`src/rtl/alu_op_ctrl.sv`:
```
// alu_op_ctrl
//   Multi-cycle sequencer for the LC-3 operate instructions ADD, AND and NOT.
//   An instruction is taken on a valid/ready handshake. The controller reads the
//   source registers, runs the external combinational ALU, and writes the result
//   back to the destination register while updating the N/Z/P condition codes.
//
//   Optional build macro: ALU_CTRL_STRICT_DECODE_EN
//     When defined, the reserved encodings below are rejected as illegal:
//       - NOT with instr[5:0] != 6'b111111
//       - ADD/AND register form with instr[4:3] != 2'b00
//     When undefined, those bits are ignored and the instruction executes.
//
// Ports
//   clk, reset          clock and synchronous active-high reset
//   instr_valid/ready   instruction handshake; instr is the 16-bit word
//   rf_sr1, rf_sr2      register-file read addresses (latched instr[8:6], [2:0])
//   rf_ra, rf_rb        register-file read data (combinational)
//   alu_ra, alu_rb      ALU operands
//   alu_ir              ALU immediate/mode field (latched instr[5:0])
//   alu_control         00 pass A, 01 A+B, 10 A&B, 11 ~A
//   alu_result          ALU output (combinational)
//   rf_we, rf_dr        register-file write enable and address
//   rf_wdata            register-file write data
//   nzp                 condition codes {N,Z,P}
//   done, illegal       one-cycle completion / rejection pulses
//
// state | meaning
// ------+--------------------------------------------------------------
// IDLE  | ready for a new instruction
// READ  | source registers addressed, operands captured at the edge
// EXEC  | ALU driven from the operands, result captured at the edge
// WB    | result written back, done pulsed, nzp updated at the edge
// ERR   | instruction rejected, illegal pulsed, nothing written

module alu_op_ctrl (
  input  logic        clk,
  input  logic        reset,
  input  logic        instr_valid,
  output logic        instr_ready,
  input  logic [15:0] instr,
  output logic [2:0]  rf_sr1,
  output logic [2:0]  rf_sr2,
  input  logic [15:0] rf_ra,
  input  logic [15:0] rf_rb,
  output logic [15:0] alu_ra,
  output logic [15:0] alu_rb,
  output logic [5:0]  alu_ir,
  output logic [1:0]  alu_control,
  input  logic [15:0] alu_result,
  output logic        rf_we,
  output logic [2:0]  rf_dr,
  output logic [15:0] rf_wdata,
  output logic [2:0]  nzp,
  output logic        done,
  output logic        illegal
);

  typedef enum logic [2:0] {
    S_IDLE = 3'd0,
    S_READ = 3'd1,
    S_EXEC = 3'd2,
    S_WB   = 3'd3,
    S_ERR  = 3'd4
  } state_t;

  state_t      state, state_nxt;
  logic [11:0] ir_q;      // opcode is consumed at accept, only fields are kept
  logic [1:0]  ctrl_q;
  logic [15:0] op_a, op_b, result_q;
  logic [2:0]  nzp_q;

  logic        accept;
  logic        dec_legal;
  logic [1:0]  dec_ctrl;

  always_comb begin
    dec_legal = 1'b0;
    dec_ctrl  = 2'b00;
    case (instr[15:12])
      4'b0001: begin dec_legal = 1'b1; dec_ctrl = 2'b01; end
      4'b0101: begin dec_legal = 1'b1; dec_ctrl = 2'b10; end
      4'b1001: begin dec_legal = 1'b1; dec_ctrl = 2'b11; end
      default: begin dec_legal = 1'b0; dec_ctrl = 2'b00; end
    endcase
`ifdef ALU_CTRL_STRICT_DECODE_EN
    if (dec_ctrl == 2'b11 && instr[5:0] != 6'b111111)
      dec_legal = 1'b0;
    if ((dec_ctrl == 2'b01 || dec_ctrl == 2'b10) && !instr[5] && instr[4:3] != 2'b00)
      dec_legal = 1'b0;
`endif
  end

  assign instr_ready = (state == S_IDLE) & ~reset;
  assign accept      = instr_valid & instr_ready;

  always_comb begin
    state_nxt = state;
    case (state)
      S_IDLE:  if (accept) state_nxt = dec_legal ? S_READ : S_ERR;
      S_READ:  state_nxt = S_EXEC;
      S_EXEC:  state_nxt = S_WB;
      S_WB:    state_nxt = S_IDLE;
      S_ERR:   state_nxt = S_IDLE;
      default: state_nxt = S_IDLE;
    endcase
  end

  always_ff @(posedge clk) begin
    if (reset) begin
      state    <= S_IDLE;
      ir_q     <= '0;
      ctrl_q   <= 2'b00;
      op_a     <= '0;
      op_b     <= '0;
      result_q <= '0;
      nzp_q    <= 3'b010;
    end else begin
      state <= state_nxt;
      if (accept) begin
        ir_q   <= instr[11:0];
        ctrl_q <= dec_ctrl;
      end
      if (state == S_READ) begin
        op_a <= rf_ra;
        op_b <= rf_rb;
      end
      if (state == S_EXEC)
        result_q <= alu_result;
      if (state == S_WB) begin
        if (result_q[15])          nzp_q <= 3'b100;
        else if (result_q == '0)   nzp_q <= 3'b010;
        else                       nzp_q <= 3'b001;
      end
    end
  end

  assign rf_sr1   = ir_q[8:6];
  assign rf_sr2   = ir_q[2:0];
  assign rf_dr    = ir_q[11:9];
  assign alu_ra   = op_a;
  assign alu_rb   = op_b;
  assign alu_ir   = ir_q[5:0];
  assign rf_wdata = result_q;
  assign nzp      = nzp_q;

  // Pulses are masked by reset so an abort in WB/ERR never leaks a write.
  always_comb begin
    alu_control = 2'b00;
    rf_we       = 1'b0;
    done        = 1'b0;
    illegal     = 1'b0;
    case (state)
      S_EXEC:  alu_control = ctrl_q;
      S_WB: begin
        alu_control = ctrl_q;
        rf_we       = ~reset;
        done        = ~reset;
      end
      S_ERR:   illegal = ~reset;
      default: alu_control = 2'b00;
    endcase
  end

endmodule

```
`config.mk`:
```
export PLATFORM = sky130hd
export DESIGN_NAME = alu_op_ctrl
export DESIGN_NICKNAME = d
export VERILOG_FILES = /design/src/rtl/alu_op_ctrl.sv
export SDC_FILE = /design/constraint.sdc
export NUM_CORES = 1
export LEC_CHECK = 0
export CORE_MARGIN = 2
export CORE_UTILIZATION = 39
export DETAILED_ROUTE_END_ITERATION = 16
export PLACE_DENSITY = 0.91
export REMOVE_ABC_BUFFERS = 1
export SETUP_SLACK_MARGIN = 0.05
export SYNTH_ARGS = -nofsm -noshare
export SYNTH_HDL_FRONTEND = slang
export SYNTH_SLANG_ARGS = --single-unit
```
`constraint.sdc`:
```
create_clock -name clk -period 1.74 [get_ports clk]
set_input_delay 0.348 -clock clk [delete_from_list [all_inputs] [get_ports clk]]
set_output_delay 0.348 -clock clk [all_outputs]
set_load 0.01 [all_outputs]
```
After elaboration in Yosys (flattened, before gate mapping)
Index checks and enable logic that the tools add are counted.
- register bits: 68
- output and inout port bits: 72
- word-level logic and storage cells: 32
- equality and inequality tests: 8
- mux-type cells: 10
- bitwise operators: 3
- reduce and logical (&&, ||, !) cells: 4
- operator list (cell ; number):
    16-bit logical NOT ; 1
    3-bit two-way mux ; 3
    3-bit case mux with 3 select lines ; 1
    3-bit by 2-bit equality test with 1-bit output (second input constant) ; 2
    2-bit case mux with 3 select lines ; 1
    4-bit by 1-bit equality test with 1-bit output (second input constant) ; 1
    4-bit by 3-bit equality test with 1-bit output (second input constant) ; 1
    4-bit equality test (second input constant) ; 1
    2-bit two-way mux ; 2
    3-bit by 1-bit equality test with 1-bit output (second input constant) ; 1
    3-bit equality test (second input constant) ; 1
    3-bit logical NOT ; 1
    1-bit two-way mux ; 3
    3-bit OR reduction ; 1
    1-bit AND ; 2
    2-bit inequality test (second input constant) ; 1
    2-bit OR reduction ; 1
    1-bit NOT ; 1

Depth between registers and ports, before layout
Gate-level depths: netlist (run 1).
- word-level depth: 6
- depth in mapped cells: 6
- depth with buffers taken out: 3

Worst setup path after synthesis (run 1)
No wires, ideal clock.
- path kind: input to output
- start point: input port reset
- end point: output port rf_we
- arrival: 1206 ps
- required time: 1392 ps
- setup slack: 186 ps
- stages: 5
- path through: buf_2 buf_2 buf_2 nor2_1 buf_4
- word-level cells in the longest chain between the ends: 2
- RTL lines (what ; RTL line ; RTL):
    start: declaration ; 37 ; input logic reset,
    1-bit NOT ; n/a ;
    1-bit two-way mux ; n/a ;
    end: declaration ; 50 ; output logic rf_we,
No other way between the ends.

Worst setup path after layout (run 1)
- start point: register state[1]
- end point: output port alu_control[1]
- word-level cells in the longest chain between the ends: 3
- RTL lines (what ; RTL line ; RTL):
    start: declaration ; 66 ; state_t state, state_nxt;
    start signal: assignment ; 118 ; state <= state_nxt;
    3-bit by 2-bit equality test with 1-bit output ; 152 ; case (state)
    2-bit OR reduction (no source line) (*) ; n/a ;
    2-bit two-way mux (*) ; 152 ;
    end: declaration ; 48 ; output logic [1:0] alu_control,
Mark *: on every way between the ends. The rest lies on a longest branch, timed or not.

==> qor.csv, run 1 <==
stage;metric;value;unit
outcome;outcome;complete, no violations;
global_routing;antenna violations before repair;0;
logic_synthesis;Synth Area per Inst;8.80;sq um
detailed_routing;Iter 0 DRT Violations;64;
layout;# nets final;500;
sta;Clock Skews;0.00600;ns
critical_path;critical path class;reg -> out;
critical_path;Worst EP arrival;1.28;ns
power_and_ir_drop;PwrDens;781;nW/um^2
detailed_routing;total number of vias;2502;
detailed_routing;vias per inst;4.87;
min_path;Hold Crit Class;reg -> reg;
placed_design;hpwl dp;5040;microns
floorplanning;Die Area;7390;sq um
logic_synthesis;Mapped Cells;298;
detailed_routing;drt pass-1 iters;4;
layout;layout cell share with drive strength beyond 1;12.6;%
clocking;clock latency on the worst-skew pair;0.34;ns
critical_path;startpoint types;flip-flop;
clocking;H-tree Lvls;3;
sta;relative slew slack;55.9;%
sta;Pins Over Slew Limit;0;
global_routing;total gr overflow;0;
clocking;total clock buffers created by CTS;9;
logic_synthesis;Mapped Area;2620;sq um
critical_path;Worst Path Max Fanout;5;
clocking;Post-CTS Setup Bufs;0;
logic_synthesis;Seq/Total Area, Yosys;51.9;%
logic_synthesis;ranking of synthesized cells by area;dfxtp_1 (52%), nand2_1 (14%), a21oi_1 (9.7%);
placed_design;Placed Cells;499;
clocking;Clock transition at path regs;0.06;ns
layout;sequential standard cell area;1370;sq um
placed_design;Setup WS pre-CTS;-0.0369;ns
run;max_cap viols;0;
layout;diodes inserted;0;
logic_synthesis;post-synthesis cell type count;31;
critical_path;slowest stage cell, crit path;dfxtp_4;
global_routing;vias in the first global route;2525;
sta;worst hold slack;0.452;ns
layout;design area;4240;sq um
detailed_routing;DRC errors left;0;
clocking;Longest Clk Path Bufs;2;
sta;fin crit share;93.6;%
placed_design;RePlAce Congestion;0.755;
detailed_routing;met3 WL;624;microns
logic_synthesis;largest area contributor in the netlist;dfxtp_1;
floorplanning;core area;6420;sq um
detailed_routing;DRT Wirelength;7030;microns
floorplanning;row cnt;29;
logic_synthesis;number of synthesized register bits;68;
sta;final hold violation count;0;
power_and_ir_drop;PnR Total Power;3.31;mW
logic_synthesis;synth warn;0;
detailed_routing;met1 wire length;2720;microns
sta;post-route setup TNS;0;ns
global_routing;largest net degree at the start of global routing;69;
clocking;CTS Sinks;68;
layout;fin util;66.0;%
global_routing;first-pass GRT wire length;11100;microns
clocking;hold buffer count at cts;0;
sta;Worst Setup Slack, final;0.111;ns
critical_path;crit-path leading delay family;buffers and inverters;
power_and_ir_drop;Leak Pwr;1.56;nW
layout;final std cells w/o fill;514;
sta;worst slew pin tran;0.661;ns
logic_synthesis;top-area cell type share of the netlist area;51.9;%
critical_path;crit path cell chain;buf_4, and3b_1, dlygate4sd2_1;
placed_design;count of input and output buffers;138;
critical_path;Worst Setup End Kind;output port;
clocking;CTS root buf;clkbuf_8;
layout;Filler cells;533;
detailed_routing;DR WL met2;3540;microns
critical_path;critical path required time;1.39;ns
power_and_ir_drop;maximum VDD drop;0.000452;V
critical_path;max incr delay on CP;0.37;ns
floorplanning;boundary pin count;139;
placed_design;placed cell areas;4070;sq um
layout;Area Growth Syn to Fin;61.7;%
detailed_routing;Final ANT Viol Nets;0;
floorplanning;Initial Util;40.8;%
detailed_routing;WL/cell;13.7;microns
critical_path;worst path buffer plus inverter count;2;
sta;Final min period;1.63;ns
global_routing;gr usage total;19.0;%
floorplanning;die width;86.0;microns
detailed_routing;max layer used;met4;
sta;fmax;0.614;GHz
layout;area of the multi-input gates;1130;sq um
floorplanning;Die Height;86.0;microns
clocking;CTS tree;yes;
sta;final setup violation count;0;
sta;RSZ-0062 raised after global routing;no;
==> power by group <==
| part | internal (mW) | switching (mW) |
|---|---|---|
| Sequential | 1.62 | 0.0388 |
| Combinational | 0.332 | 0.196 |
| Clock | 0.584 | 0.543 |
| Total | 2.53 | 0.779 |
==> logic make-up (layout without fill, tap and decap cells) <==
kind of cell	Yosys count	in the layout	share of synthesized area, %
AOI/OAI and AO/OA	55	55	11.0
xor gates and xnor gates	2	2	0.668
buffers and inverters	26	165	5.35
DFF	68	68	51.9
muxes	14	14	7.06
and+or+nand+nor	133	133	24.0
==> metal layers <==
metal  vias to the layer above  GRT usage (%)
met3                        15           7.31
met5                         -              0
li1                       1245              -
met1                      1133           19.8
met4                         0           9.52
met2                       109           33.3
==> cell usage after synthesis (all sizes together) <==
cell type	number
a21oi	51
mux2	12
nand2b	1
nor2	2
nor3	2
nand2	99
and3b	2
mux2i	2
a32o	1
nor2b	13
clkbuf	9
nor4b	1
nand3b	1
xor2	1
or3b	2
buf	16
dfxtp	68
xnor2	1
o31ai	1
inv	1
a31oi	1
nand4	1
nand4b	1
nor3b	2
a21bo	1
nor4	6
==> area by class of cell <==
class                   instances  area share [%]
well taps                      77            2.27
clock buffers                  13            3.75
flip-flops and latches         68            32.3
multi-input cells             204            26.8
repair buffers                149            34.5
inverters                       1          0.0885
clock inverters                 2           0.236
==> registers in the layout (all words and copies together) (netlist names) <==
register / count
state: 3
alu_rb: 16
alu_ra: 16
ir_q: 12
ctrl_q: 2
rf_wdata: 16
nzp: 3
==> cell usage in the layout, fill, tap and decap left out, types with 4 or more instances in the layout <==
cell type	instances
a21oi_1	51
buf_2	4
buf_4	9
clkbuf_8	11
clkdlybuf4s50_1	131
dfxtp_1	64
mux2_2	4
mux2_4	8
nand2_1	98
nor2b_1	13
nor4_1	5
==> timing repair <==
item | CTS | global route
cloned | 0 | 0
endpoints found under the hold margin | 0 | 0
setup endpoints to repair | 7 | 3
pin swaps | 1 | 0
gates resized for setup | 25 | 3
==> path summary, 6_finish.rpt <==
check,slack (ns),end,startpoint,cells past startpoint
hold / removal,0.45,alu_rb[5],alu_rb[5],2
hold reg to reg,0.45,alu_rb[5],alu_rb[5],2
setup reg to reg,0.22,rf_wdata[7],state[2],4
setup / recovery,0.11,alu_control[1],state[1],3
==> worst min-delay path, delay by kind of cell (launching register included) <==
kind            cells  cell delay [ns]
compound gates      1             0.05
simple gates        1             0.05
flops               1             0.31
No activity file was read; power rests on OpenSTA's default activity.
==> run 2, diff against run 1 <==
--- a/config.mk
+++ b/config.mk
@@ -5,6 +5,7 @@
 export SDC_FILE = /design/constraint.sdc
 export NUM_CORES = 1
 export LEC_CHECK = 0
+export ABC_CLOCK_PERIOD_IN_PS = 1740
 export CORE_MARGIN = 2
 export CORE_UTILIZATION = 39
 export DETAILED_ROUTE_END_ITERATION = 16
==> results of run 2 <==
No change in the layout: final DEF, timing and power equal those of run 1.
==> run 3, diff against run 2 <==
--- a/config.mk
+++ b/config.mk
@@ -8,6 +8,7 @@
 export ABC_CLOCK_PERIOD_IN_PS = 1740
 export CORE_MARGIN = 2
 export CORE_UTILIZATION = 39
+export CTS_CLUSTER_SIZE = 20
 export DETAILED_ROUTE_END_ITERATION = 16
 export PLACE_DENSITY = 0.91
 export REMOVE_ABC_BUFFERS = 1
==> results of run 3 <==
No change in the layout: final DEF, timing and power equal those of run 1.
==> patch, RTL diff (settings of run 3) <==
The option `ALU_CTRL_STRICT_DECODE_EN` is turned on by a define.
--- a/src/rtl/alu_op_ctrl.sv
+++ b/src/rtl/alu_op_ctrl.sv
@@ -32,4 +32,6 @@
 // WB    | result written back, done pulsed, nzp updated at the edge
 // ERR   | instruction rejected, illegal pulsed, nothing written
+
+`define ALU_CTRL_STRICT_DECODE_EN
 
 module alu_op_ctrl (
Behaviour: not the same (Yosys sat finds a counterexample within 4 cycles, from zero or initial values and one cycle with reset high).
==> patch against run 3 <==
- via count is 3.4% higher
- synthesized cell count is 3.7% higher
- wire length is 0.14% higher
- utilization is 0.97 points lower
- critical path depth is 1 lower
- non-clock buffer count is 5 higher
- synthesized area is 3.2% higher
- sequential cell count stayed put
- power is 6.0% higher
- worst setup slack worse by 0.0066 ns
- final area is 3.7% higher
- clock power is 15% higher
- largest power group unchanged
==> patch: results (changes against run 3) <==
Total track usage: 19.0% (about the same)
Pin count of the biggest net entering global routing: 58 (-16%)
Share of cells above drive strength 1: 13.2% (+0.63 points)
Syn Inst Count: 309 (+3.7%)
HP Start: alu_ra[12]
Commonest cells post-synth: nand2_1, dfxtp_1, a21oi_1
Max stage delay on crit path: 0.35 ns (-0.02 ns)
CP max stage cell: dfxtp_2
Outcome: completed
Vias per inst: 4.85 (-0.44%)
Hold Path Depth: 2 (unchanged)
Worst hold slack: 0.454 ns (+0.00209 ns)
Reg2reg end: ir_q[5]
Synth Area in XOR/XNOR: 0.647% (-0.021 points)
Detailed placer's ending HPWL: 5200 um (+3.2%)
DP Cell Count: 518 (+3.8%)
First DRT Iteration DRCs: 41 (-36%)
Resized cells post-CTS: 16 (-36%)
WHS Endpoint: alu_ra[12]
First-pass GRT wire length: 11500 um (+3.5%)
DP Area: 4200 um^2 (+3.0%)
Multiplexer area fraction after synthesis: 7.03% (-0.037 points)
Worst IR Drop VDD: 0.000537 V (+19%)
Clock Skews: 0.0121 ns (+0.00606 ns)
Critical R2R Launch: state[1]
DR pass1 iterations: 4 (unchanged)
Vias in the first global route: 2574 (+1.9%)
DR WL/cell: 13.2 um (-3.6%)
Total CTS buffers: 9 (unchanged)
Fin cells: 534 (+3.9%)
Setup Slack @ Placement: -0.181 ns (-0.144 ns)
Setup WS post-layout: 0.105 ns (-0.00661 ns)
Sequential-to-total area share from yosys stat: 50.3% (-1.6 points)
Final nets: 517 (+3.4%)
Async set-reset flop share out of synthesis: 0% (unchanged)
Reg2reg path depth: 5 (+1)
Cell variety after synth: 40 (+29%)
Post-synthesis compound-gate area fraction: 11.7% (+0.67 points)
Adder-cell share of the synthesized area: 0.462% (+0.46 points)
Port Buf Inserts: 138 (unchanged)
HP Class: reg2reg
Synth top area cells: dfxtp_1, nand2_1, a21oi_1
Slew headroom: 62.1% (+6.2 points)
Largest delay contributor family on the critical path: flip-flops
Leakage: 1.63 nW (+4.2%)
R2R Setup Slk: 0.24 ns (+0.02 ns)
GPL Wtd Cong: 0.829 (+9.7%)
## patch: where the power goes
part | switching [mW] | internal [mW]
logic | 0.207 | 0.350
registers | 0.0376 | 1.62
clock network | 0.560 | 0.736
total | 0.805 | 2.70
## patch: layout make-up
type	count	area, um^2
inverter	1	3.75
clock inverter	4	47.5
tap	80	100
sequential	68	1370
multi-input combinational	215	1210
clock buffer	12	155
timing repair buffer	154	1510
fill	579	2360
## patch: layer usage
layer / GRT usage, % / up-vias / wire length (um)
met5: 0 / - / 0
met4: 4.62 / 0 / 53
met3: 7.49 / 8 / 556
met2: 34.6 / 101 / 3530
met1: 20.5 / 1174 / 2890
li1: - / 1305 / -
## patch: worst max path at each step
stage	to	depth (start not counted)	startpoint
finish	illegal	2	state[0]
global route	alu_control[1]	3	state[2]
CTS	done	3	state[2]
detailed placement	state[2]	7	instr[14]
global placement	state[2]	6	instr[14]
floorplan	alu_ra[0]	3	state[0]
